[src/rtl/mc_ctrl_pkg.sv]
// mc_ctrl_pkg: shared definitions for the multicycle MIPS controller.
//   state_t  - FSM state with fixed 4-bit encodings (visible on state_o)
//   OP_*     - instr[31:26] opcodes understood by the decoder
//   ALUOP_*, SRCB_*, PCSRC_* - datapath mux/ALU select encodings
//   ctrl_t   - bundle of every control output driven per cycle
//   op_legal - whether an opcode is decodable under the enabled options
package mc_ctrl_pkg;

  typedef enum logic [3:0] {
    S_IDLE     = 4'd0,
    S_FETCH    = 4'd1,
    S_DECODE   = 4'd2,
    S_MEMADR   = 4'd3,
    S_MEMREAD  = 4'd4,
    S_MEMWB    = 4'd5,
    S_MEMWRITE = 4'd6,
    S_EXECUTE  = 4'd7,
    S_ALUWB    = 4'd8,
    S_BRANCH   = 4'd9,
    S_ADDIEXEC = 4'd10,
    S_ADDIWB   = 4'd11,
    S_JUMP     = 4'd12,
    S_TRAP     = 4'd13
  } state_t;

  localparam logic [5:0] OP_RTYPE = 6'b000000;
  localparam logic [5:0] OP_J     = 6'b000010;
  localparam logic [5:0] OP_BEQ   = 6'b000100;
  localparam logic [5:0] OP_ADDI  = 6'b001000;
  localparam logic [5:0] OP_LW    = 6'b100011;
  localparam logic [5:0] OP_SW    = 6'b101011;

  localparam logic [1:0] ALUOP_ADD   = 2'b00;
  localparam logic [1:0] ALUOP_SUB   = 2'b01;
  localparam logic [1:0] ALUOP_FUNCT = 2'b10;

  localparam logic [1:0] SRCB_REGB  = 2'b00;
  localparam logic [1:0] SRCB_FOUR  = 2'b01;
  localparam logic [1:0] SRCB_IMM   = 2'b10;
  localparam logic [1:0] SRCB_IMMSH = 2'b11;

  localparam logic [1:0] PCSRC_ALU    = 2'b00;
  localparam logic [1:0] PCSRC_ALUOUT = 2'b01;
  localparam logic [1:0] PCSRC_JUMP   = 2'b10;

  typedef struct packed {
    logic       mem_req;
    logic       iord;
    logic       irwrite;
    logic       memwrite;
    logic       memtoreg;
    logic       regdst;
    logic       regwrite;
    logic       alusrca;
    logic       branch;
    logic       pcwrite;
    logic [1:0] alusrcb;
    logic [1:0] aluop;
    logic [1:0] pcsrc;
    logic       instr_done;
  } ctrl_t;

  function automatic logic op_legal(input logic [5:0] op,
                                    input logic       en_addi,
                                    input logic       en_jump);
    case (op)
      OP_LW, OP_SW, OP_RTYPE, OP_BEQ: return 1'b1;
      OP_ADDI:                        return en_addi;
      OP_J:                           return en_jump;
      default:                        return 1'b0;
    endcase
  endfunction

endpackage

[src/rtl/mc_ctrl_out_decode.sv]
// mc_ctrl_out_decode: combinational control-output decode for the
// multicycle controller.
//   state - current FSM state
//   go    - memory access completes this cycle (already WAIT_MEM-qualified)
//   ctrl  - all datapath controls plus mem_req and instr_done
// Only FETCH and MEMWRITE look at go, so a stalled access holds every
// output steady until memory answers.
module mc_ctrl_out_decode
  import mc_ctrl_pkg::*;
(
  input  state_t state,
  input  logic   go,
  output ctrl_t  ctrl
);

  always_comb begin
    ctrl         = '0;
    ctrl.alusrcb = SRCB_REGB;
    ctrl.aluop   = ALUOP_ADD;
    ctrl.pcsrc   = PCSRC_ALU;
    case (state)
      S_FETCH: begin
        // PC+4 through the ALU; IR and PC only capture once data is back
        ctrl.mem_req = 1'b1;
        ctrl.alusrcb = SRCB_FOUR;
        ctrl.irwrite = go;
        ctrl.pcwrite = go;
      end
      S_DECODE: ctrl.alusrcb = SRCB_IMMSH;  // precompute branch target
      S_MEMADR: begin
        ctrl.alusrca = 1'b1;
        ctrl.alusrcb = SRCB_IMM;
      end
      S_MEMREAD: begin
        ctrl.iord    = 1'b1;
        ctrl.mem_req = 1'b1;
      end
      S_MEMWB: begin
        ctrl.regwrite   = 1'b1;
        ctrl.memtoreg   = 1'b1;
        ctrl.instr_done = 1'b1;
      end
      S_MEMWRITE: begin
        ctrl.iord       = 1'b1;
        ctrl.memwrite   = 1'b1;
        ctrl.mem_req    = 1'b1;
        ctrl.instr_done = go;
      end
      S_EXECUTE: begin
        ctrl.alusrca = 1'b1;
        ctrl.aluop   = ALUOP_FUNCT;
      end
      S_ALUWB: begin
        ctrl.regdst     = 1'b1;
        ctrl.regwrite   = 1'b1;
        ctrl.instr_done = 1'b1;
      end
      S_BRANCH: begin
        ctrl.alusrca    = 1'b1;
        ctrl.aluop      = ALUOP_SUB;
        ctrl.branch     = 1'b1;
        ctrl.pcsrc      = PCSRC_ALUOUT;
        ctrl.instr_done = 1'b1;
      end
      S_ADDIEXEC: begin
        ctrl.alusrca = 1'b1;
        ctrl.alusrcb = SRCB_IMM;
      end
      S_ADDIWB: begin
        ctrl.regwrite   = 1'b1;
        ctrl.instr_done = 1'b1;
      end
      S_JUMP: begin
        ctrl.pcwrite    = 1'b1;
        ctrl.pcsrc      = PCSRC_JUMP;
        ctrl.instr_done = 1'b1;
      end
      default: ;  // IDLE, TRAP: everything low
    endcase
  end

endmodule

[src/rtl/mc_main_controller.sv]
// mc_main_controller: multicycle MIPS control unit.
//   clk, rst           - clock, asynchronous active-high reset
//   opcode             - instr[31:26] from the IR, used in DECODE/MEMADR
//   mem_ready          - memory finishes the current access
//   mem_req ... PCSrc  - datapath controls, decoded from current state
//   instr_done         - pulse on the last cycle of each instruction
//   illegal_op         - sticky flag, set after decoding a bad opcode
//   retire_count       - wrapping count of completed instructions
//   state_o            - current state encoding
module mc_main_controller
  import mc_ctrl_pkg::*;
#(
  parameter bit          SUPPORT_ADDI    = 1'b1,
  parameter bit          SUPPORT_JUMP    = 1'b1,
  parameter bit          WAIT_MEM        = 1'b1,
  parameter bit          HALT_ON_ILLEGAL = 1'b1,
  parameter int unsigned RETIRE_W        = 32
) (
  input  logic                clk,
  input  logic                rst,
  input  logic [5:0]          opcode,
  input  logic                mem_ready,
  output logic                mem_req,
  output logic                IorD,
  output logic                IRWrite,
  output logic                MemWrite,
  output logic                MemtoReg,
  output logic                RegDst,
  output logic                RegWrite,
  output logic                ALUSrcA,
  output logic                Branch,
  output logic                PCWrite,
  output logic [1:0]          ALUSrcB,
  output logic [1:0]          ALUOp,
  output logic [1:0]          PCSrc,
  output logic                instr_done,
  output logic                illegal_op,
  output logic [RETIRE_W-1:0] retire_count,
  output logic [3:0]          state_o
);

  state_t state, state_n;
  ctrl_t  ctrl;
  logic   go;
  logic   dec_illegal;

  // without wait states every access is assumed to finish in one cycle
  assign go          = mem_ready | ~WAIT_MEM;
  assign dec_illegal = (state == S_DECODE) &&
                       !op_legal(opcode, SUPPORT_ADDI, SUPPORT_JUMP);

  always_ff @(posedge clk or posedge rst) begin
    if (rst) state <= S_IDLE;
    else     state <= state_n;
  end

  always_comb begin
    state_n = state;
    case (state)
      S_IDLE:  state_n = S_FETCH;
      S_FETCH: if (go) state_n = S_DECODE;
      S_DECODE: begin
        if (dec_illegal) state_n = HALT_ON_ILLEGAL ? S_TRAP : S_FETCH;
        else begin
          case (opcode)
            OP_LW, OP_SW: state_n = S_MEMADR;
            OP_RTYPE:     state_n = S_EXECUTE;
            OP_BEQ:       state_n = S_BRANCH;
            OP_ADDI:      state_n = S_ADDIEXEC;
            OP_J:         state_n = S_JUMP;
            default:      state_n = S_TRAP;  // excluded by dec_illegal
          endcase
        end
      end
      // IR still holds the opcode, so it picks the load or store leg
      S_MEMADR:   state_n = (opcode == OP_LW) ? S_MEMREAD : S_MEMWRITE;
      S_MEMREAD:  if (go) state_n = S_MEMWB;
      S_MEMWRITE: if (go) state_n = S_FETCH;
      S_EXECUTE:  state_n = S_ALUWB;
      S_ADDIEXEC: state_n = S_ADDIWB;
      S_MEMWB, S_ALUWB, S_BRANCH, S_ADDIWB, S_JUMP: state_n = S_FETCH;
      S_TRAP:     state_n = S_TRAP;  // only reset leaves
      default:    state_n = S_IDLE;
    endcase
  end

  mc_ctrl_out_decode u_out (
    .state (state),
    .go    (go),
    .ctrl  (ctrl)
  );

  always_ff @(posedge clk or posedge rst) begin
    if (rst)                retire_count <= '0;
    else if (ctrl.instr_done) retire_count <= retire_count + RETIRE_W'(1);
  end

  always_ff @(posedge clk or posedge rst) begin
    if (rst)              illegal_op <= 1'b0;
    else if (dec_illegal) illegal_op <= 1'b1;
  end

  assign mem_req    = ctrl.mem_req;
  assign IorD       = ctrl.iord;
  assign IRWrite    = ctrl.irwrite;
  assign MemWrite   = ctrl.memwrite;
  assign MemtoReg   = ctrl.memtoreg;
  assign RegDst     = ctrl.regdst;
  assign RegWrite   = ctrl.regwrite;
  assign ALUSrcA    = ctrl.alusrca;
  assign Branch     = ctrl.branch;
  assign PCWrite    = ctrl.pcwrite;
  assign ALUSrcB    = ctrl.alusrcb;
  assign ALUOp      = ctrl.aluop;
  assign PCSrc      = ctrl.pcsrc;
  assign instr_done = ctrl.instr_done;
  assign state_o    = state;

endmodule

[config.mk]
export PLATFORM = sky130hd
export DESIGN_NAME = mc_main_controller
export DESIGN_NICKNAME = d
export VERILOG_FILES = /design/src/rtl/mc_ctrl_pkg.sv /design/src/rtl/mc_ctrl_out_decode.sv /design/src/rtl/mc_main_controller.sv
export SDC_FILE = /design/constraint.sdc
export NUM_CORES = 1
export LEC_CHECK = 0
export CELL_PAD_IN_SITES_DETAIL_PLACEMENT = 1
export CELL_PAD_IN_SITES_GLOBAL_PLACEMENT = 2
export CORE_UTILIZATION = 32
export CTS_BUF_LIST = sky130_fd_sc_hd__clkbuf_8
export DETAILED_ROUTE_END_ITERATION = 6
export GPL_TIMING_DRIVEN = 0
export PLACE_DENSITY_LB_ADDON = 0.1
export REMOVE_ABC_BUFFERS = 1
export SETUP_SLACK_MARGIN = 0.05
export SLEW_MARGIN = 20
export SYNTH_ARGS = -nofsm -noshare
export SYNTH_HDL_FRONTEND = slang
export SYNTH_HIERARCHICAL = 1
export SYNTH_SLANG_ARGS = --single-unit
[constraint.sdc]
create_clock -name clk -period 3.35 [get_ports clk]
set_input_delay 0.5025 -clock clk [delete_from_list [all_inputs] [get_ports clk]]
set_output_delay 0.5025 -clock clk [all_outputs]
set_load 0.01 [all_outputs]
# After elaboration in Yosys (flattened, before gate mapping)
# Index checks and enable logic that the tools add are counted.
# totals
output_inout_bits	54
reg_bits	37
# classes
eq_ne	21
reduce_logical	14
addsub	1
mux	22
# ops
cell	count
case mux 4 bit (9 select lines)	1
adder 32 x 1 -> 32 bit, second input constant	1
equality test 4 bit, second input constant	6
case mux 4 bit (5 select lines)	1
equality test 4 x 3 -> 1 bit, second input constant	4
2-to-1 mux 4 bit	4
equality test 6 bit, second input constant	2
OR reduction 6 bit	2
2-to-1 mux 1 bit	10
equality test 4 x 2 -> 1 bit, second input constant	2
case mux 2 bit (2 select lines)	2
equality test 6 x 2 -> 1 bit, second input constant	1
equality test 6 x 3 -> 1 bit, second input constant	1
equality test 6 x 4 -> 1 bit, second input constant	1
zero test 6 bit	1
!= test 2 bit, second input constant	3
case mux 2 bit (3 select lines)	1
OR reduction 2 bit	3
OR reduction 3 bit	2
OR reduction 5 bit	1
equality test 4 x 1 -> 1 bit, second input constant	1
zero test 4 bit	1
case mux 1 bit (2 select lines)	2
OR reduction 4 bit	1
4 further kinds	4

# Logic depth before layout (Yosys ltp)
# Gate-level depths: netlist (run 1).
# depth
word_depth	7
ltp_mapped	9

# Cells and area by module
# Netlist (run 1), hierarchy kept.
# by_module_without_submodules
module	seq_area_each_um2	area_each_um2	cells_each	instances
mc_main_controller	925.9	1883.1	176	1
mc_ctrl_out_decode	0.0	252.7	39	1

# Least setup slack after synthesis (run 1)
# OpenSTA, ideal clock, no wires.
# synth_path
path_kind	reg2reg
start	register state[3], in the netlist state_o[3]
end	register retire_count[27]
path_buffers	1
arrival_time_ns	1.982
synth_period_minus_slack_ns	2.108
t_required_ns	3.224
slack_ns	1.242
setup_time_ns	0.126
stages_incl_launch_ff	9
cell_sequence	dfrtp_1 -> buf_2 -> nand2b_4 -> a21oi_2 -> a21o_1 -> nand4_1 -> nor3_2 -> nand4_1 -> xnor2_1
# synth_between
elab_chain_len	3
# synth_rtl
item	line	source
from (decl)	mc_main_controller.sv:42	state_t state, state_n;
from (signal assigned)	mc_main_controller.sv:54	else state <= state_n;
equality test 4 bit / equality test 4 x 3 -> 1 bit (equally long branches)	mc_ctrl_out_decode.sv:21	case (state)
OR reduction 5 bit (no line)	--	
case mux 1 bit (2 select lines) (*)	mc_ctrl_out_decode.sv:21	
named net instr_done	mc_main_controller.sv:36	output logic instr_done,
to (signal assigned)	mc_main_controller.sv:95	else if (ctrl.instr_done) retire_count <= retire_count + RETIRE_W'(1);
to (decl)	mc_main_controller.sv:38	output logic [RETIRE_W-1:0] retire_count,
# The timed path passes the listed nets; every way through them passes the cells marked *.
# A chain may end at the register's enable or synchronous reset.

# Worst setup path in the final report (run 1)
# layout_path
start	register state[0], in the netlist state_o[0]
end	output instr_done
# layout_between
elab_chain_len	3
# layout_rtl
item	line
equality test 4 bit / equality test 4 x 3 -> 1 bit (equally long branches)	mc_ctrl_out_decode.sv:21
OR reduction 5 bit (no line)	--
case mux 1 bit (2 select lines) (*)	mc_ctrl_out_decode.sv:21
to (decl)	mc_main_controller.sv:36
# Mark *: on every way between the ends. The rest lies on a longest branch, timed or not.

==> qor.csv, run 1 <==
stage,metric,value,unit
power_and_ir_drop,p_sw_share,37.3,%
timing,setup_violations,0,
placed_design,dpl_cell_area,2780,sq um
cts,tritoncts,done,
timing,drv_slew,0,
die,dieWidth,83.7,um
routing,routed_wl,5150,um
routing,drc_errors,0,
logic_synthesis,syn_inst,215,
power_and_ir_drop,p_int,1.04,mW
die,start_util,33.4,%
die,pin_count,63,
routing,vias_per_cell,5.19,
critical_path,r2r_end,retire_count[31],
finish,diodes,0,
timing,rsz0062_at_grt,false,
global_route,grt_pass1_wl,9270,um
logic_synthesis,async_flop_share,100,%
critical_path,crit_fanout,26,
timing,timing_hold_violations_final,0,
die,core-area,6390,sq um
timing,slew_headroom,43.9,%
finish,area_growth_syn_to_layout,34.2,%
die,die-area,7000,sq um
timing,max_slew.worst_pin.slew,0.841,ns
global_route,grt_usage,16.0,%
placed_design,hpwlAfterDp,3620,um
critical_path,r2r.worst_path.cells,7,
critical_path,slowest_delay,0.89,ns
logic_synthesis,synth_top_family_by_area,simple AND/OR/NAND/NOR gates,
cts,h-tree-depth,2,
critical_path,reg2reg_setup_slack,0.71,ns
global_route,grt_pass1_vias,1810,
timing,max_freq,344,MHz
logic_synthesis,syn_avg_cell_area,9.93,sq um
timing,finalCriticalPeriod,2.91,ns
critical_path,required,2.85,ns
power_and_ir_drop,clkPwrFrac,18.5,%
cts,postCtsHoldBufs,0,
power_and_ir_drop,p_sw,0.622,mW
logic_synthesis,synth_ff_type,dfrtp_1,
routing,vias,1815,
routing,drt_iter0_markers,51,
cts,cts_made_buffers,5,
power_and_ir_drop,peakVddDrop,316,uV
global_route,antenna_found_initial,0,
cts,clk_pin_slew,0.07,ns
critical_path,crit_buf_inv,1,
cts,root_buffer,clkbuf_8,
critical_path,path_cells,nand2b_2 > a21oi_2 > a21o_1 > clkdlybuf4s50_1,
die,fp-row-count,29,
logic_synthesis,synthSimpleGateAreaFrac,27.1,%
global_route,grt-ovfl-total,0,
critical_path,startpoint_type,register,
logic_synthesis,synthesis.area,2140,sq um
critical_path,worst_ep_arrival_time,2.40,ns
routing,wl_per_cell,14.7,um
logic_synthesis,synth-seq-area-share,43.4,%
cts,post_cts_buffers,0,
logic_synthesis,ys_seq_elements,37,
cts,cts_resized,0,
critical_path,slowest_stage,dfrtp_1,
routing,detail_route.first_pass.iterations,3,
finish,final_cell_mix,"clkdlybuf4s50_1 (62), dfrtp_1 (37), xnor2_1 (30), nand4_1 (17), nand3_1 (15)",
logic_synthesis,synth-xor-area-share,13.5,%
cts,clock_path_buffers,2,
finish,nets,283,
power_and_ir_drop,power.density,582,nW/um^2
placed_design,port_buffers,62,
timing,hold_ws,0.437,ns
min_path,hold_path.class,in2async,
finish,drive_above_1_share,7.33,%
logic_synthesis,synth_edf_count,0,
critical_path,cp-end-kind,output pin,
power_and_ir_drop,pwr-share-comb,40.7,%
power_and_ir_drop,seqPwrFrac,40.8,%
critical_path,worst_r2r_startpoint,state_o[0],
finish,nFillCells,733,
cts,clock_latency,0.28,ns
logic_synthesis,synth_compound_area_share,8.14,%
logic_synthesis,yosysTopAreaCell,dfrtp_1,
timing,fin_worst_skew,0.00690,ns
logic_synthesis,netlist-cell-type-count,48,
status,status,finished clean,
logic_synthesis,synth_fa_ha_area_share,0.586,%
logic_synthesis,synth_warnings,6,
global_route,grt_max_degree,31,
finish,design_area,2870,sq um
logic_synthesis,synth.area.mux_share,1.46,%
cts,cts.sinks,37,
die,die_height,83.7,um
finish,final_util,44.9,%
logic_synthesis,synth_top_area_share,43.4,%
power_and_ir_drop,leakage,1.14,nW
timing,fin_crit_sh,86.8,%
logic_synthesis,netlist_top_cells_area,"dfrtp_1 (43%), xnor2_1 (12%), nand4_1 (5.0%)",
critical_path,crit_type,reg2out,
finish,final_common_cell,clkdlybuf4s50_1,
run,maxCapViolCount,0,
timing,finalSetupTns,0,ns
routing,ant_nets,0,
placed_design,finalWeightedCongestion,0.765,
critical_path,crit_family,flip-flops,
-- registers in the layout, summed over array words and instances, names as in the netlist --
name,flops
retire_count,32
illegal_op,1
state_o,4
-- cells in the mapped netlist (2+ instances only) --
library cell,count
a21oi_1,7
clkbuf_1,5
mux2i_1,2
a211oi_1,2
and4_1,6
buf_6,3
nor3_1,9
nand2_1,10
xor2_1,3
o311ai_0,2
dfrtp_1,37
and3_1,7
o21ai_0,3
o22ai_1,3
and2_1,2
nand2b_4,2
xnor2_1,30
inv_1,8
a21o_1,2
nand3_1,15
nor2_1,12
nand4_1,17
nor4_1,2
nand2b_1,2
-- area by class of cell --
type                    instances  area (sq um)  share of cell area, %
clock buffers                   6          82.6                   2.88
multi-input cells             158          1090                   37.9
clock inverters                 1          3.75                  0.131
well taps                      77          96.3                   3.36
inverters                       8          30.0                   1.05
repair buffers                 63           641                   22.4
flip-flops and latches         37           926                   32.3
-- metrics by stage --
| step | power (mW) | cells | setup WS (ns) |
|---|---|---|---|
| after floorplan | 1.01 | 203 | 1.10 |
| after global placement | 1.36 | 342 | 0.539 |
| after detailed placement | 1.38 | 343 | 0.532 |
| after CTS | 1.70 | 350 | 0.411 |
| after global routing | 1.80 | 350 | 0.185 |
| final | 1.67 | 350 | 0.443 |
-- worst register-to-register path, cell delays in order, from the launching register on --
cell      delay [ns]
dfrtp_1         0.89
nand2b_2        0.22
a21oi_2         0.17
a21o_1          0.24
nand4_1         0.23
nor3_2          0.45
nand4_1         0.17
xnor2_1         0.16
-- worst max path at each step --
stage,cells after the start,end,start,slack (ns)
after floorplan,7,retire_count[27],state_o[0],1.10
after global placement,8,retire_count[31],mem_ready,0.54
after detailed placement,8,retire_count[27],mem_ready,0.53
after CTS,4,instr_done,state_o[0],0.41
after global routing,4,instr_done,state_o[0],0.19
final,4,instr_done,state_o[0],0.44
-- power by group through the flow --
stage | clock network, mW | registers [mW] | logic (mW)
after detailed placement | 0 | 0.690 | 0.688
after global routing | 0.340 | 0.709 | 0.752
after global placement | 0 | 0.688 | 0.677
after CTS | 0.324 | 0.682 | 0.691
after floorplan | 0 | 0.664 | 0.344
final | 0.308 | 0.681 | 0.678
-- logic make-up after synthesis --
| group | after synthesis |
|---|---|
| simple gates | 95 |
| mux | 3 |
| fa+ha+maj | 1 |
| compound gates | 26 |
| xor+xnor | 33 |
| buf+inv | 20 |
| flops | 37 |
-- metal layers --
layer / routed length [um] / vias up / part of all wire, % / track usage [%]
met4: 12 / 0 / 0.23 / 2.31
met2: 2070 / 44 / 40 / 22.7
li1: - / 890 / - / -
met1: 2850 / 878 / 55 / 25.0
met3: 229 / 3 / 4.4 / 3.56
met5: 0 / - / 0 / 0
(Power assumes the default switching activity.)
==> run 2, diff against run 1 <==
- CORE_UTILIZATION: 32 -> 31
- CTS_BUF_LIST: sky130_fd_sc_hd__clkbuf_8 -> not set
==> qor.csv, run 2 (synthesis results as in run 1) <==
stage,metric,value,unit
critical_path,crit_fanout,26,
cts,cts.sinks,37,
timing,drv_slew,0,
power_and_ir_drop,leakage,1.16,nW
cts,root_buffer,clkbuf_8,
timing,finalSetupTns,0,ns
cts,clk_pin_slew,0.08,ns
finish,nets,283,
timing,max_slew.worst_pin.slew,0.829,ns
die,fp-row-count,29,
critical_path,r2r.worst_path.cells,7,
cts,clock_path_buffers,2,
placed_design,hpwlAfterDp,3760,um
power_and_ir_drop,peakVddDrop,218,uV
finish,area_growth_syn_to_layout,36.4,%
status,status,finished clean,
global_route,grt_max_degree,30,
placed_design,port_buffers,62,
die,core-area,6490,sq um
finish,final_cell_mix,"clkdlybuf4s50_1 (62), dfrtp_1 (37), xnor2_1 (30), nand4_1 (17), nand3_1 (15)",
critical_path,worst_ep_arrival_time,2.43,ns
critical_path,crit_type,reg2out,
routing,vias_per_cell,5.24,
die,die-area,7230,sq um
timing,timing_hold_violations_final,0,
die,die_height,85.0,um
finish,diodes,0,
die,start_util,32.9,%
cts,tritoncts,done,
timing,finalCriticalPeriod,2.93,ns
cts,clock_latency,0.29,ns
global_route,grt_usage,15.8,%
routing,drt_iter0_markers,56,
global_route,grt_pass1_wl,9110,um
power_and_ir_drop,power.density,626,nW/um^2
min_path,hold_path.class,in2async,
finish,final_util,44.8,%
critical_path,cp-end-kind,output pin,
routing,drc_errors,0,
finish,max_flop_register,retire_count,
cts,post_cts_buffers,0,
cts,cts_made_buffers,5,
routing,detail_route.first_pass.iterations,4,
finish,nFillCells,729,
critical_path,required,2.85,ns
timing,fin_worst_skew,0.00850,ns
timing,rsz0062_at_grt,false,
routing,vias,1839,
cts,postCtsHoldBufs,0,
timing,setup_violations,0,
routing,routed_wl,5410,um
finish,final_common_cell,clkdlybuf4s50_1,
global_route,grt-ovfl-total,0,
placed_design,finalWeightedCongestion,0.749,
global_route,antenna_found_initial,0,
critical_path,startpoint_type,register,
routing,ant_nets,0,
cts,cts_resized,0,
finish,drive_above_1_share,8.03,%
routing,wl_per_cell,15.4,um
die,dieWidth,85.0,um
timing,fin_crit_sh,87.4,%
timing,slew_headroom,44.7,%
die,pin_count,63,
timing,max_freq,341,MHz
cts,h-tree-depth,2,
global_route,grt_pass1_vias,1805,
finish,largest_reg_flops,32,
run,maxCapViolCount,0,
## run 2: changes by cell type in the layout (fill, tap and decap cells not counted)
cell / previous run / this run
bufinv_16: 0 / 2
clkbuf_8: 6 / 5
inv_1: 8 / 7
clkinv_2: 0 / 1
## run 2: cell type report
type | instances | area [sq um] | share of cell area, %
Clock inverter | 3 | 65.1 | 2.23
Inverter | 8 | 30.0 | 1.03
Tap cell | 77 | 96.3 | 3.31
Clock buffer | 5 | 68.8 | 2.36
Timing Repair Buffer | 63 | 641 | 22.0
Sequential cell | 37 | 926 | 31.8
Multi-Input combinational cell | 158 | 1090 | 37.3
## run 2: worst paths after layout
kind,endpoint,start,slack [ns]
max in group asynchronous,retire_count[22],rst,2.49
worst max register to register,retire_count[31],state_o[0],0.60
worst min register to register,retire_count[31],retire_count[31],0.47
worst max-delay path,instr_done,state_o[0],0.42
worst min-delay path,retire_count[14],rst,0.43
min in group clk,retire_count[31],retire_count[31],0.47
## run 2: per-stage QoR
step	total power, mW	hold WS, ns	cell area (sq um)	worst slack [ns]	cells
after global placement	1.36	0.459	2760	0.473	342
after CTS	1.85	0.435	2910	0.382	351
after floorplan	1.01	0.504	2040	1.10	203
after global routing	1.95	0.438	2910	0.227	351
final	1.82	0.434	2910	0.421	351
after detailed placement	1.37	0.451	2780	0.434	343
## run 2: worst max-delay path, cell delays in order, from the launching register on
cell and delay [ns]:
dfrtp_1 0.89, nand2b_2 0.22, a21oi_2 0.17, a21o_1 0.26, clkdlybuf4s50_1 0.60
## run 2: power breakdown
part | internal [mW] | total, mW | switching [mW]
Combinational | 0.385 | 0.682 | 0.297
Clock | 0.296 | 0.463 | 0.167
Sequential | 0.499 | 0.678 | 0.179
## run 2: routing by layer
metal / global-route usage [%] / part of all wire (%)
met5: 0 / 0
met4: 3.24 / 0.35
met3: 4.18 / 4.6
met2: 22.8 / 43
met1: 23.6 / 52
